### src/rtl/spram32_bctl.sv
// Byte-addressed load/store controller in front of the 32K x 32 single-port RAM.
// Define SPRAM32_SPLIT_EN to split word-crossing accesses; otherwise they complete with err.
module spram32_bctl #(
    parameter int unsigned ASZ = 15,
    parameter int unsigned DSZ = 32
) (
    input  logic           clk,
    input  logic           rst_n,
    input  logic           req,
    input  logic           we,
    input  logic [ASZ+1:0] addr,
    input  logic [1:0]     sz,
    input  logic           sx,
    input  logic [DSZ-1:0] wdata,
    output logic           busy,
    output logic           done,
    output logic           err,
    output logic [DSZ-1:0] rdata,
    output logic [ASZ-1:0] m_ai,
    output logic           m_we,
    output logic [3:0]     m_bmsk,
    output logic [DSZ-1:0] m_vi,
    input  logic [DSZ-1:0] m_vo
);

    typedef enum logic [2:0] {StIdle, StAcc0, StAcc1, StRcap, StFin} state_e;

    state_e state_q, state_d;

    logic           we_q, sx_q, split_q;
    logic [1:0]     off_q, sz_q;
    logic [3:0]     bmhi_q;
    logic [DSZ-1:0] dhi_q, lo_q, rdata_q;

    logic [ASZ-1:0] m_ai_q, m_ai_d;
    logic           m_we_q, m_we_d;
    logic [3:0]     m_bmsk_q, m_bmsk_d;
    logic [DSZ-1:0] m_vi_q, m_vi_d;

    logic [1:0]       in_off;
    logic [3:0]       in_nm;
    logic [7:0]       in_bm8;
    logic [2*DSZ-1:0] in_d64;
    logic             in_split;

    logic [2*DSZ-1:0] rd64;
    logic [DSZ-1:0]   rd_sh, rd_ext;

`ifdef SPRAM32_SPLIT_EN
    localparam bit SplitEn = 1'b1;
    assign err = 1'b0;
`else
    localparam bit SplitEn = 1'b0;
    logic xerr_q;

    // Remembers that the accepted request crossed a word and was refused.
    always_ff @(posedge clk or negedge rst_n) begin
        if (!rst_n) begin
            xerr_q <= 1'b0;
        end else if (state_q == StIdle && req) begin
            xerr_q <= in_split;
        end
    end

    assign err = done & xerr_q;
`endif

    // Lane mask and lane-aligned store data over the two words an access may touch.
    always_comb begin
        in_off = addr[1:0];
        case (sz)
            2'd0:    in_nm = 4'b0001;
            2'd1:    in_nm = 4'b0011;
            default: in_nm = 4'b1111;
        endcase
        in_bm8   = {4'b0000, in_nm} << in_off;
        in_d64   = {{DSZ{1'b0}}, wdata} << {in_off, 3'b000};
        in_split = |in_bm8[7:4];
    end

    // Low word comes from the ACC0 beat; for unsplit loads it is on m_vo right now.
    always_comb begin
        rd64  = {m_vo, split_q ? lo_q : m_vo};
        rd_sh = DSZ'(rd64 >> {off_q, 3'b000});
        case (sz_q)
            2'd0:    rd_ext = {{(DSZ-8){sx_q & rd_sh[7]}}, rd_sh[7:0]};
            2'd1:    rd_ext = {{(DSZ-16){sx_q & rd_sh[15]}}, rd_sh[15:0]};
            default: rd_ext = rd_sh;
        endcase
    end

    always_ff @(posedge clk or negedge rst_n) begin
        if (!rst_n) begin
            state_q <= StIdle;
        end else begin
            state_q <= state_d;
        end
    end

    always_comb begin
        state_d = state_q;
        unique case (state_q)
            StIdle: begin
                if (req) begin
                    state_d = (!SplitEn && in_split) ? StFin : StAcc0;
                end
            end
            StAcc0:  state_d = split_q ? StAcc1 : (we_q ? StFin : StRcap);
            StAcc1:  state_d = we_q ? StFin : StRcap;
            StRcap:  state_d = StFin;
            StFin:   state_d = StIdle;
            default: state_d = StIdle;
        endcase
    end

    // Bus outputs are registered, so their next values follow the state being entered.
    always_comb begin
        busy     = (state_q != StIdle);
        done     = (state_q == StFin);
        m_ai_d   = m_ai_q;
        m_vi_d   = m_vi_q;
        m_we_d   = 1'b0;
        m_bmsk_d = 4'b0000;
        case (state_d)
            StAcc0: begin
                m_ai_d   = addr[ASZ+1:2];
                m_bmsk_d = in_bm8[3:0];
                m_vi_d   = in_d64[DSZ-1:0];
                m_we_d   = we;
            end
            StAcc1: begin
                m_ai_d   = m_ai_q + ASZ'(1);
                m_bmsk_d = bmhi_q;
                m_vi_d   = dhi_q;
                m_we_d   = we_q;
            end
            default: ;
        endcase
    end

    always_ff @(posedge clk or negedge rst_n) begin
        if (!rst_n) begin
            we_q     <= 1'b0;
            sx_q     <= 1'b0;
            split_q  <= 1'b0;
            off_q    <= 2'd0;
            sz_q     <= 2'd0;
            bmhi_q   <= 4'b0000;
            dhi_q    <= '0;
            lo_q     <= '0;
            rdata_q  <= '0;
            m_ai_q   <= '0;
            m_we_q   <= 1'b0;
            m_bmsk_q <= 4'b0000;
            m_vi_q   <= '0;
        end else begin
            m_ai_q   <= m_ai_d;
            m_we_q   <= m_we_d;
            m_bmsk_q <= m_bmsk_d;
            m_vi_q   <= m_vi_d;
            if (state_q == StIdle && req) begin
                we_q    <= we;
                sx_q    <= sx;
                sz_q    <= sz;
                off_q   <= in_off;
                split_q <= in_split;
                bmhi_q  <= in_bm8[7:4];
                dhi_q   <= in_d64[2*DSZ-1:DSZ];
            end
            if (state_q == StAcc1 && !we_q) begin
                lo_q <= m_vo;
            end
            if (state_q == StRcap) begin
                rdata_q <= rd_ext;
            end
        end
    end

    assign rdata  = rdata_q;
    assign m_ai   = m_ai_q;
    assign m_we   = m_we_q;
    assign m_bmsk = m_bmsk_q;
    assign m_vi   = m_vi_q;

endmodule

### config.mk
export PLATFORM = sky130hd
export DESIGN_NAME = spram32_bctl
export DESIGN_NICKNAME = d
export VERILOG_FILES = /design/src/rtl/spram32_bctl.sv
export SDC_FILE = /design/constraint.sdc
export NUM_CORES = 1
export LEC_CHECK = 0
export ABC_AREA = 1
export CORE_MARGIN = 8
export CORE_UTILIZATION = 50
export CTS_CLUSTER_DIAMETER = 100
export DETAILED_ROUTE_END_ITERATION = 16
export PLACE_DENSITY = 0.75
export REMOVE_ABC_BUFFERS = 1
export SLEW_MARGIN = 15
export SYNTH_ARGS = -nofsm -noshare
export SYNTH_HDL_FRONTEND = slang
export SYNTH_SLANG_ARGS = --single-unit
### constraint.sdc
create_clock -name clk -period 1.9 [get_ports clk]
set_input_delay 0.285 -clock clk [delete_from_list [all_inputs] [get_ports clk]]
set_output_delay 0.285 -clock clk [all_outputs]
set_load 0.01 [all_outputs]
# After elaboration in Yosys (flattened, before gate mapping)
# Cells that the tools add are included.
[op_classes]
n_shift = 3
muxes = 12
reduce_logical = 9
bitwise_logic = 3
addsub = 1
n_eq_ne = 8
[op_table]
columns = ["cell", "n"]
rows = [
  ["32-bit case mux with 2 select lines", 2],
  ["32-bit by 5-bit left shift with 64-bit output", 1],
  ["64-bit by 5-bit right shift with 32-bit output", 1],
  ["32-bit two-way mux", 1],
  ["15-bit case mux with 2 select lines", 1],
  ["4-bit case mux with 2 select lines", 2],
  ["15-bit by 1-bit adder with 15-bit output, second input constant", 1],
  ["3-bit two-way mux", 4],
  ["3-bit case mux with 4 select lines", 1],
  ["3-bit by 2-bit equality test with 1-bit output, second input constant", 3],
  ["4-bit by 2-bit left shift with 8-bit output", 1],
  ["3-bit by 1-bit equality test with 1-bit output, second input constant", 2],
  ["2-bit by 1-bit equality test with 1-bit output, second input constant", 2],
  ["2-bit zero test", 2],
  ["4-bit OR reduction", 1],
  ["1-bit bitwise AND", 3],
  ["3-bit equality test, second input constant", 1],
  ["3-bit zero test", 1],
  ["3-bit nonzero test", 1],
  ["1-bit logical AND", 2],
  ["1-bit case mux with 2 select lines", 1],
  ["2-bit nonzero test", 1],
  ["1-bit zero test", 1],
]
[totals]
out_inout_bits = 87
wordCells = 50
inputBits = 88
regBits = 162

# Depth between registers and ports, before layout
[depth]
word_depth = 9
ltp_mapped = 11
ltp_nobuf = 10

# Worst setup path before layout
# No wires, ideal clock.
[synth_path]
path_kind = "register to register"
from = "reg m_ai_q[0] (netlist: m_ai[0])"
to = "reg m_ai_q[12] (netlist: m_ai[12])"
setup_ns = 0.124
path_buffers = 0
path_slack_ns = 0.326
arrival_ns = 1.450
synth_period_minus_slack_ns = 1.574
required_ns = 1.776
stages_incl_launch_ff = 11
cell_sequence = "dfrtp_1 > ha_1 > nand2_1 > nor2_1 > nand3_1 > nor2_1 > nand2_1 > nand2_1 > nand2_1 > nand2_1 > nand3_1"
[synth_between]
elab_chain_cells = 2
[synth_rtl]
columns = ["item", "line", "text"]
rows = [
  ["from (decl)", "35", "logic [ASZ-1:0] m_ai_q, m_ai_d;"],
  ["from (signal assigned)", "157", "m_ai_q <= m_ai_d;"],
  ["15-bit by 1-bit adder with 15-bit output", "132", "m_ai_d = m_ai_q + ASZ'(1);"],
  ["15-bit case mux with 2 select lines", "124", "case (state_d)"],
]
# Every way passes these cells.
# A chain may end at the register's enable or synchronous reset.

==> results.cfg <==
[sta]
rsz0062_at_grt = false
setup_viol = 0
fmax_mhz = 555.4
maxSlewHeadroom_pct = 70.24
timing.final.crit_share_pct = 94.76
period_needed_ns = 1.800
hold_viol = 0
fin_tns_setup_ns = 0
worst_pin_slew_ns = 0.4464
slew_viol_final = 0
worst_clock_skew_ns = 0.009933

[pwr]
swShare_pct = 41.26
p_int_mw = 10.81
p_clk_share_pct = 17.7
leakagePower_nw = 5.449
seq_power_share_pct = 31.6
irDropWorstVdd_mv = 0.9224
p_switching_mw = 7.590
power.density_nw_per_um2 = 1624
p_comb_share_pct = 50.7

[floorplanning]
die-area_um2 = 21450
ioPinCount = 175
die_h_um = 146.5
die_x_um = 146.5
core_um2 = 16580
initial_utilization_pct = 51.31
rows = 47

[clocking]
clkTransAtPathRegs_ns = 0.06
cts_setup_buffers = 0
cts.sinks = 153
cts_tree = built
cts_buffers = 17
root_buffer = clkbuf_16
clock_latency_ns = 0.42
h-tree-depth = 4
clk_path_buf_depth = 2

[critical_path]
path_class = register to primary output
cp_data_arrival_time_ns = 1.52
r2r_end = rdata[8]$_DFFE_PN0P_
startpoint_type = register
cp_max_fo = 13
worst_r2r_path_depth = 8
worst_r2r_startpoint = split_q$_DFFE_PN0P_
crit_required_ns = 1.62
critPathCaptureType = primary output
r2r_setup_slack_ns = 0.18

[yosys]
ys_ff_latch = 153
ys_top_cells_by_area = dfrtp_1, nand2_1, nand3_1
yosys_warnings = 0
synth_edf_count = 0
synthArstFlopShare_pct = 100.0
avgSynthCellArea_um2 = 7.484
synthCells = 1137
synth_top_cell_area_share_pct = 44.99
synth_top_area_cell = dfrtp_1
seq_area_frac_synth_pct = 44.99
synthesis.area_um2 = 8509
synth-main-ff-cell = dfrtp_1
synth.distinct_cells = 43

[detailed_routing]
dr.pass1.iters = 5
ant_nets = 0
dr.first_iter.drc_count = 559
drc = 0
avgViaCountPerCell = 5.444
wl_per_cell_um = 16.20
wirelength_um = 24980
via_count = 8395

[place]
hpwl_um = 17290
place.gp.congestion = 0.8534
placed_cell_area_um2 = 10740
io_buffers = 174

[grt]
first_global_vias = 8457
grt_max_degree = 53
grt_pass1_wl_um = 41870
grt_usage_pct = 23.71
antenna_found_initial = 0
gr-total-overflow = 0

[layout]
drive_gt1_share_pct = 12.10
n_antenna_cell = 0
final_area_um2 = 11330
area_delta_synth_final_pct = 33.11
fin_nets = 1398

[worst_hold_path]
hp-class = input pin to asynchronous set/reset pin

[job]
maxCapViolCount = 0

[outcome]
status = complete, no violations
==> how the worst max path moves through the flow <==
stage                               startpoint                   end  cells after the start
final                      split_q$_DFFE_PN0P_                   err                      3
after CTS                  split_q$_DFFE_PN0P_                   err                      3
after global routing       split_q$_DFFE_PN0P_  rdata[8]$_DFFE_PN0P_                      8
after global placement                 addr[0]   m_ai[0]$_DFFE_PN0P_                      9
after detailed placement               addr[0]   m_ai[3]$_DFFE_PN0P_                     10
after floorplan           state_q[2]$_DFF_PN0_   m_ai[1]$_DFFE_PN0P_                      9
==> metal layers <==
metal	global-route usage, %	up-vias	share of wire, %
met1	31.35	3934	44
met3	6.304	30	8.0
met4	6.646	0	1.3
met2	37.55	358	47
met5	0	-	0
li1	-	4073	-
==> registers in the layout (all words and copies together), names as in the netlist <==
| signal | flops |
|---|---|
| bmhi_q | 3 |
| dhi_q | 24 |
| lo_q | 32 |
| m_ai | 15 |
| m_bmsk | 4 |
| m_vi | 32 |
| m_we | 1 |
| off_q | 2 |
| rdata | 32 |
| split_q | 1 |
| state_q | 3 |
| sx_q | 1 |
| sz_q | 2 |
| we_q | 1 |
==> cells in the final DEF (no fill, tap or decap), drive strengths merged, types with 6 or more instances in the layout <==
cell type,instances
nor2,45
dfrtp,153
o21ai,106
nor3,6
clkbuf,18
a31oi,8
buf,54
o211ai,13
clkinv,10
nand3,171
inv,71
o22a,9
clkdlybuf4s50,170
o22ai,13
or2,18
nand2,398
mux2i,7
xor2,8
a21oi,23
==> cell type report <==
type | instances | area [µm²]
Timing Repair Buffer | 228 | 2310
Fill cell | 1378 | 5256
Clock inverter | 14 | 123.9
Sequential cell | 153 | 3829
Clock buffer | 18 | 439.2
Inverter | 72 | 270.3
Tap cell | 220 | 275.3
Multi-Input combinational cell | 837 | 4080
==> synth_stat cells (all sizes together), types with 2 or more instances <==
master	n
a31oi	8
or2	18
nor3	6
o22a	9
xor2	8
nand3	171
o211ai	13
inv	69
mux2i	7
dfrtp	153
xnor2	2
o22ai	13
nand2	398
a21oi	23
clkbuf	46
nor2	45
buf	29
o21ai	106
clkinv	3
==> worst max-delay path: stages (launching register included) <==
cell and delay [ns]:
dfrtp_1 0.43, inv_2 0.18, nor4_4 0.18, dlygate4sd2_1 0.31
==> per-stage QoR <==
stage | setup slack [ns] | std cells | power (mW) | hold slack, ns | utilization, %
after floorplan | -1.418 | 1062 | 10.81 | -0.01059 | -
after global placement | -0.1722 | 1509 | 14.96 | 0.1830 | 64.74
after detailed placement | -0.2054 | 1509 | 15.16 | 0.1876 | 64.74
after CTS | 0.05714 | 1542 | 18.49 | 0.3085 | 68.21
after global routing | 0.003179 | 1542 | 19.89 | 0.3300 | 68.30
final | 0.09953 | 1542 | 18.40 | 0.3151 | 68.30
==> logic make-up (layout without fill, tap and decap cells) <==
family                   Yosys count  count (layout)  synth area share, %
buffers and inverters            147             332                7.352
AND/OR/NAND/NOR                  642             642                33.80
adder cells (fa/ha/maj)            1               1               0.1470
flip-flops                       153             153                44.99
XOR/XNOR                          10              10                1.029
multiplexers                       7               7               0.8234
AO/OA/AOI/OAI                    177             177                11.85
==> power groups by stage <==
stage               logic [mW]  registers, mW  clock network, mW
floorplan                 4.63           6.18                  0
global placement          9.15           5.81                  0
detailed placement        9.35           5.81                  0
CTS                       9.37           5.80               3.32
global route              10.4           5.99               3.47
finish                    9.33           5.81               3.26
==> repair_timing <==
| item | in CTS | in global routing |
|---|---|---|
| hold buffers | 1 | 0 |
| gates resized for setup | 4 | 3 |
| cloned | 0 | 0 |
| endpoints found under the setup margin | 2 | 4 |
| hold endpoints to repair | 25 | 0 |
(Power assumes the default switching activity.)
